[src/rtl/gun_position_ctrl.sv]
// Joystick/mouse to 6-bit light-gun coordinate converter for the williams2 core.
// Positions are held in 6.4 fixed point, paced by the core's 4 ms tick, with hold acceleration.
module gun_position_ctrl #(
    parameter int unsigned ACCEL_TICKS = 32,
    parameter int unsigned MOUSE_SHIFT = 3
) (
    input  logic              clock_12,
    input  logic              reset_n,
    input  logic              tick_in,
    input  logic              left,
    input  logic              right,
    input  logic              up,
    input  logic              down,
    input  logic              recenter,
    input  logic              mouse_strobe,
    input  logic signed [8:0] mouse_dx,
    input  logic signed [8:0] mouse_dy,
    output logic [5:0]        gun_h,
    output logic [5:0]        gun_v,
    output logic              moving
);

    typedef enum logic [1:0] {StIdle, StSlow, StFast} axis_state_e;

    localparam logic [9:0]         PosCentre = 10'd512;
    localparam logic [7:0]         AccelCnt  = 8'(ACCEL_TICKS);
    localparam logic signed [11:0] StepSlow  = 12'sd4;
    localparam logic signed [11:0] StepFast  = 12'sd16;

    axis_state_e        state_q [2];
    axis_state_e        state_d [2];
    logic [7:0]         cnt_q   [2];
    logic [7:0]         cnt_d   [2];
    logic               dir_q   [2];
    logic               dir_d   [2];
    logic [9:0]         pos_q   [2];
    logic [9:0]         pos_d   [2];
    logic signed [11:0] step    [2];
    logic signed [11:0] sum     [2];
    logic signed [11:0] mdelta  [2];
    logic               tick_prev_q;
    logic               moving_q;
    logic               moving_d;
    logic               tick;
    logic [1:0]         dir_neg;
    logic [1:0]         dir_pos;
    logic [1:0]         single;
    logic signed [8:0]  dx_sh;
    logic signed [8:0]  dy_sh;

    assign tick    = tick_in & ~tick_prev_q;
    assign dir_neg = {up, left};
    assign dir_pos = {down, right};
    assign single  = dir_neg ^ dir_pos;

    // Arithmetic shift rounds toward minus infinity; screen v grows downward, mouse dy grows up.
    assign dx_sh     = mouse_dx >>> MOUSE_SHIFT;
    assign dy_sh     = mouse_dy >>> MOUSE_SHIFT;
    assign mdelta[0] = mouse_strobe ? $signed({{3{dx_sh[8]}}, dx_sh}) : 12'sd0;
    assign mdelta[1] = mouse_strobe ? -$signed({{3{dy_sh[8]}}, dy_sh}) : 12'sd0;

    always_comb begin
        for (int ax = 0; ax < 2; ax++) begin
            state_d[ax] = state_q[ax];
            cnt_d[ax]   = cnt_q[ax];
            dir_d[ax]   = dir_q[ax];
            step[ax]    = 12'sd0;
            if (tick) begin
                case (state_q[ax])
                    StIdle: begin
                        if (single[ax]) begin
                            step[ax]    = dir_pos[ax] ? StepSlow : -StepSlow;
                            cnt_d[ax]   = 8'd1;
                            dir_d[ax]   = dir_pos[ax];
                            state_d[ax] = (AccelCnt <= 8'd1) ? StFast : StSlow;
                        end
                    end
                    StSlow, StFast: begin
                        if (!single[ax]) begin
                            state_d[ax] = StIdle;
                            cnt_d[ax]   = 8'd0;
                        end else if (dir_pos[ax] != dir_q[ax]) begin
                            // Reversal restarts at slow speed in the new direction on this tick.
                            step[ax]    = dir_pos[ax] ? StepSlow : -StepSlow;
                            cnt_d[ax]   = 8'd1;
                            dir_d[ax]   = dir_pos[ax];
                            state_d[ax] = (AccelCnt <= 8'd1) ? StFast : StSlow;
                        end else if (state_q[ax] == StSlow) begin
                            step[ax]  = dir_q[ax] ? StepSlow : -StepSlow;
                            cnt_d[ax] = cnt_q[ax] + 8'd1;
                            if ((cnt_q[ax] + 8'd1) >= AccelCnt) begin
                                state_d[ax] = StFast;
                            end
                        end else begin
                            step[ax] = dir_q[ax] ? StepFast : -StepFast;
                            if (cnt_q[ax] != 8'hFF) begin
                                cnt_d[ax] = cnt_q[ax] + 8'd1;
                            end
                        end
                    end
                    default: state_d[ax] = StIdle;
                endcase
            end

            sum[ax] = $signed({2'b00, pos_q[ax]}) + step[ax] + mdelta[ax];
            if (sum[ax] < 12'sd0) begin
                pos_d[ax] = 10'd0;
            end else if (sum[ax] > 12'sd1023) begin
                pos_d[ax] = 10'd1023;
            end else begin
                pos_d[ax] = sum[ax][9:0];
            end

            if (recenter) begin
                pos_d[ax]   = PosCentre;
                state_d[ax] = StIdle;
                cnt_d[ax]   = 8'd0;
            end
        end
        moving_d = (state_d[0] != StIdle) | (state_d[1] != StIdle);
    end

    always_ff @(posedge clock_12) begin
        if (!reset_n) begin
            // A tick_in already high at release must not count as an edge.
            tick_prev_q <= 1'b1;
            moving_q    <= 1'b0;
            for (int ax = 0; ax < 2; ax++) begin
                state_q[ax] <= StIdle;
                cnt_q[ax]   <= 8'd0;
                dir_q[ax]   <= 1'b0;
                pos_q[ax]   <= PosCentre;
            end
        end else begin
            tick_prev_q <= tick_in;
            moving_q    <= moving_d;
            for (int ax = 0; ax < 2; ax++) begin
                state_q[ax] <= state_d[ax];
                cnt_q[ax]   <= cnt_d[ax];
                dir_q[ax]   <= dir_d[ax];
                pos_q[ax]   <= pos_d[ax];
            end
        end
    end

    assign gun_h  = pos_q[0][9:4];
    assign gun_v  = pos_q[1][9:4];
    assign moving = moving_q;

endmodule
[config.mk]
export PLATFORM = sky130hd
export DESIGN_NAME = gun_position_ctrl
export DESIGN_NICKNAME = d
export VERILOG_FILES = /design/src/rtl/gun_position_ctrl.sv
export SDC_FILE = /design/constraint.sdc
export NUM_CORES = 1
export LEC_CHECK = 0
export BUFFER_PORTS_ARGS = -buffer_cell sky130_fd_sc_hd__buf_2
export CAP_MARGIN = 20
export CELL_PAD_IN_SITES_DETAIL_PLACEMENT = 0
export CELL_PAD_IN_SITES_GLOBAL_PLACEMENT = 1
export CORE_UTILIZATION = 41
export DETAILED_ROUTE_END_ITERATION = 8
export HOLD_SLACK_MARGIN = 0.15
export MAX_ROUTING_LAYER = met4
export PLACE_DENSITY = 0.79
export SYNTH_ARGS = -nofsm -noshare
export SYNTH_HDL_FRONTEND = slang
export SYNTH_SLANG_ARGS = --single-unit
[constraint.sdc]
create_clock -name clock_12 -period 3.28 [get_ports clock_12]
set_input_delay 0.328 -clock clock_12 [delete_from_list [all_inputs] [get_ports clock_12]]
set_output_delay 0.328 -clock clock_12 [all_outputs]
set_load 0.05 [all_outputs]
After elaboration in Yosys (flattened, before gate mapping). Memories as Yosys holds them, arrays and structs flattened. Cells that the tools add are included.

Add/sub/neg operators: 7. $mul: 0. Div/mod/pow operators: 0. $lt $le $gt $ge: 6. Eq/ne operators: 8. Shifts and indexed selects: 0. Mux-type cells: 78. Bitwise logic cells: 12. Reduce and logical (&&, ||, !) cells: 6.

Operator list (count): 12-bit two-way mux (18); 8-bit two-way mux (16); 10-bit two-way mux (8); 12-bit case mux with 2 select lines (2); 2-bit two-way mux (16); 8-bit case mux with 2 select lines (2); 11-bit by 12-bit adder with 12-bit output (2); 12-bit adder (2); 12-bit by 11-bit > comparator with 1-bit output (second input constant) (2); 12-bit by 1-bit less-than comparator with 1-bit output (second input constant) (2); 8-bit by 1-bit adder with 8-bit output (second input constant) (2); 8-bit by 6-bit greater-or-equal comparator with 1-bit output (second input constant) (2); 8-bit != test (second input constant) (2); 1-bit two-way mux (12); 6-bit negator with 12-bit output (1); 1-bit bitwise OR (9); 2-bit case mux with 2 select lines (2); 2-bit by 1-bit == test with 1-bit output (second input constant) (2); 2-bit == test (second input constant) (2); 2-bit logical NOT (2); 1-bit case mux with 2 select lines (2); 2-bit nonzero test (2); 2-bit OR reduction (2); 1-bit != test (2); 3 further kinds (3).

Register bits after elaboration: 2. Bits in latches: 0. Memory bits (writable): 42. ROM bits: 0. Input port bits: 27. Output and inout port bits: 13. Memories kept: 4.

Memories: pos_q (depth 2, width 10, read ports 2, clocked after memory_dff 0, wr ports 2, RTL line 36) `logic [9:0] pos_q [2];`; cnt_q (depth 2, width 8, read ports 2, clocked after memory_dff 0, wr ports 2, RTL line 32) `logic [7:0] cnt_q [2];`; state_q (depth 2, width 2, read ports 2, clocked after memory_dff 0, wr ports 2, RTL line 30) `axis_state_e state_q [2];`; dir_q (depth 2, width 1, read ports 2, clocked after memory_dff 0, wr ports 2, RTL line 34) `logic dir_q [2];`.

Logic depth before layout (Yosys ltp).
Depth after elaboration: 13. Depth in mapped cells: 15. Depth with buffers taken out: 15.

Worst setup path after synthesis. Ideal clock, no wire load.

Kind: reg2reg. From: memory state_q[0][2] in the netlist's numbering. To: memory pos_q[1][0] (netlist: pos_q[0][10]). Data arrival time: 3.508 ns. Data required time: 3.221 ns. Slack: -0.287 ns. Stages on the path, launching flop included: 15. Cell sequence: dfxtp_1 > inv_1 > ha_1 > nor2b_1 > o21ai_0 > a211o_1 > fa_1 > inv_1 > ha_1 > o21a_1 > a211o_1 > nand4_1 > a21oi_1 > nor3_4 > o21a_1.

RTL lines (RTL line): start: declaration (30); end: declaration (36).

==> summary.txt <==
GRT
  • Vias in the first global route: 3739
  • Largest net degree at the start of global routing: 13
  • Initial antenna violation count: 0
  • Overall global routing resource usage: 21.5%
  • Grt ovf: 0
  • First-pass GRT wire length: roughly 17 mm

Run status
  • Failing checks: setup timing
  • Status: finished, violations left

CTS
  • CTS buffer count: 5
  • CTS tree: yes
  • H-tree Lvls: 2
  • Clock Latency Late Sink: approximately 310 ps
  • Reg clk slew, reported paths: approximately 90 ps
  • CTS sink cnt: 44
  • Root Buffer Master: clkbuf_8
  • Clock Path Buffers: 2
  • Post-CTS Hold Buffers: 0

Die
  • Die X: 101 um
  • IO Pins: 40
  • FP Rows: 35
  • Core area: around 9300 um2
  • Die Ht: about 100 um
  • Initial Util: between 40% and 50%
  • Die area: about 10000 um2

Setup path
  • Crit-path max FO: 9
  • WP data required: around 3500 ps
  • Crit path DAT: ~3600 ps
  • CP Class: reg -> reg
  • Worst r2r src: state_q[0][3]
  • CP Capture Type: flop
  • Critical path startpoint category: flop
  • Worst setup startpoint: state_q[0][3]

Synthesis
  • EDFF count, synth: 0
  • Warnings, synthesis: 0
  • Average cell area after synthesis: between 8 and 9 um2
  • Yosys top cell by area: dfxtp_1
  • Post-synthesis cell type count: 55
  • Top post-synthesis cells by count: inv_1 (66), dfxtp_1 (44), ha_1 (41), a21oi_1 (36), nand2_1 (36)
  • Predominant post-synthesis flop cell: dfxtp_1
  • Synth Instances: ~490
  • Async SR Flop Fraction: 0%
  • Most frequent cell after synthesis: inv_1
  • Synth area leaders: dfxtp_1 (22%), ha_1 (13%), fa_1 (9.5%)
  • Cell Area, Synth: ~4000 um2
  • Register bit count reported by yosys: 44
  • Syn Nets: 573
  • Synth top area share: ~22%
  • Register area share after synthesis: between 20% and 30%

Worst hold path
  • Min-delay src: reset_n
  • HP Class: in -> reg

Power and ir drop
  • Tot Pwr: between 1500 and 2000 uW
  • Power per cell area: 271 nW/um2
  • Max VDD drop: roughly 0.23 mV
  • Leak: between 0.002 and 0.003 uW

Detailed routing
  • Drt total wl: between 10 and 15 mm
  • 1st-pass router iterations: 4
  • Vias: about 3700
  • Vias/cell: between 5 and 6
  • DRT iter0 DRCs: ~110
  • DRC: 0
  • Wire per inst: around 14 um
  • DRT antenna net count: 0

Placed design
  • Dpl ws: -476 ps
  • Post-DP HPWL: approximately 7.4 mm
  • PortBufs: 33
  • GP Congestion: roughly 0.89

STA
  • Period minus WS final: about 3400 ps
  • Worst slew margin: a little under two thirds
  • Worst setup margin: -112 ps
  • Final hold violations: 0
  • Slew @ Worst Pin: approximately 540 ps
  • Fin crit share: 103%
  • Highest clock rate: ~290 MHz
  • RSZ-0062 raised after global routing: yes
  • Slew Viols, Final: 0
  • Skew final: 9.86 ps
  • Final setup vio count: 10

Final layout
  • Area growth, synth to finish: 39.8%
  • NumNets Final: ~700
  • Share of layout cells above drive strength 1: between 30% and 40%
  • Fill count: 810
  • Antenna Cells: 0

Flow run
  • MaxCap Viol Count: 0
## power breakdown
part           internal (uW)  switching, uW  leakage [uW]
clock                    172            198     0.0000455
sequential               554           10.8      0.000360
combinational            266            312       0.00212
## through the flow
step / hold WS (ps) / util [%] / setup TNS [ps] / cell area [um2] / std cells
after floorplan: 401 / - / 0 / 4100 / 486
after global placement: 518 / 52.4 / -6370 / 4880 / 708
after detailed placement: 514 / 52.4 / -7630 / 4880 / 708
after CTS: 236 / 56.1 / -649 / 5240 / 726
after global routing: 263 / 59.8 / -2530 / 5580 / 734
final: 272 / 59.8 / -949 / 5580 / 734
## critical path, cell delays in order, from the launching register on
cell and delay (ps):
dfxtp_2 340, inv_2 80, ha_2 190, nand2b_4 120, a21oi_2 60, nor4_4 270, fa_1 500, fa_2 370
a211o_1 330, a211o_1 320, nand4_1 150, and3_4 220, nor3_4 50, buf_12 150, o21a_1 100
## what timing repair did
action | CTS | global route
gates cloned | 2 | 0
gates resized for setup | 43 | 64
buffers inserted | 8 | 9
pin swaps | 17 | 42
setup endpoints to repair | 20 | 20
## kinds of logic after synthesis
logic type               synth area share [%]
adder cells (fa/ha/maj)                  22.4
XOR/XNOR                                 6.81
buffers and inverters                    9.13
AND/OR/NAND/NOR                          19.0
flip-flops                               22.1
multiplexers                             1.41
AO/OA/AOI/OAI                            19.1
## registers in the layout, indices dropped and copies added, names as in the netlist
| register | cells |
|---|---|
| state_q | 4 |
| moving | 1 |
| cnt_q | 16 |
| pos_q | 20 |
| tick_prev_q | 1 |
| dir_q | 2 |
## path summary, 6_finish.rpt
path              slack (ps)  cells past startpoint      endpoint
setup / recovery        -110                     14  pos_q[0][13]
hold / removal           270                      2   tick_prev_q
setup reg to reg        -110                     14  pos_q[0][13]
hold reg to reg          540                      2  cnt_q[0][12]
## cells in the final DEF, fill, tap and decap left out, types with 12 or more instances in the layout
cell / count
o21ai_0: 13
a21oi_2: 12
buf_2: 33
fa_1: 16
inv_1: 55
ha_1: 27
xor2_1: 17
nand2_1: 33
a21oi_1: 22
nor2_1: 26
dfxtp_1: 39
buf_4: 86
nand3_1: 13
## final cells by class
cell class              count  area (um2)  area share [%]
clock buffers               8        90.1            1.62
inverters                  66         255            4.58
multi-input cells         361        3270            58.7
flip-flops and latches     44         890            15.9
well taps                 129         161            2.89
repair buffers            126         907            16.3
## per-layer routing
metal / global-route usage [%] / share of wire [%] / wire, um
met5: - / 0 / 0
met4: 7.25 / 1.8 / 182
met3: 3.33 / 2.8 / 280
met2: 35.8 / 50 / 5040
met1: 26.7 / 46 / 4630
No activity file was read; power rests on OpenSTA's default activity.
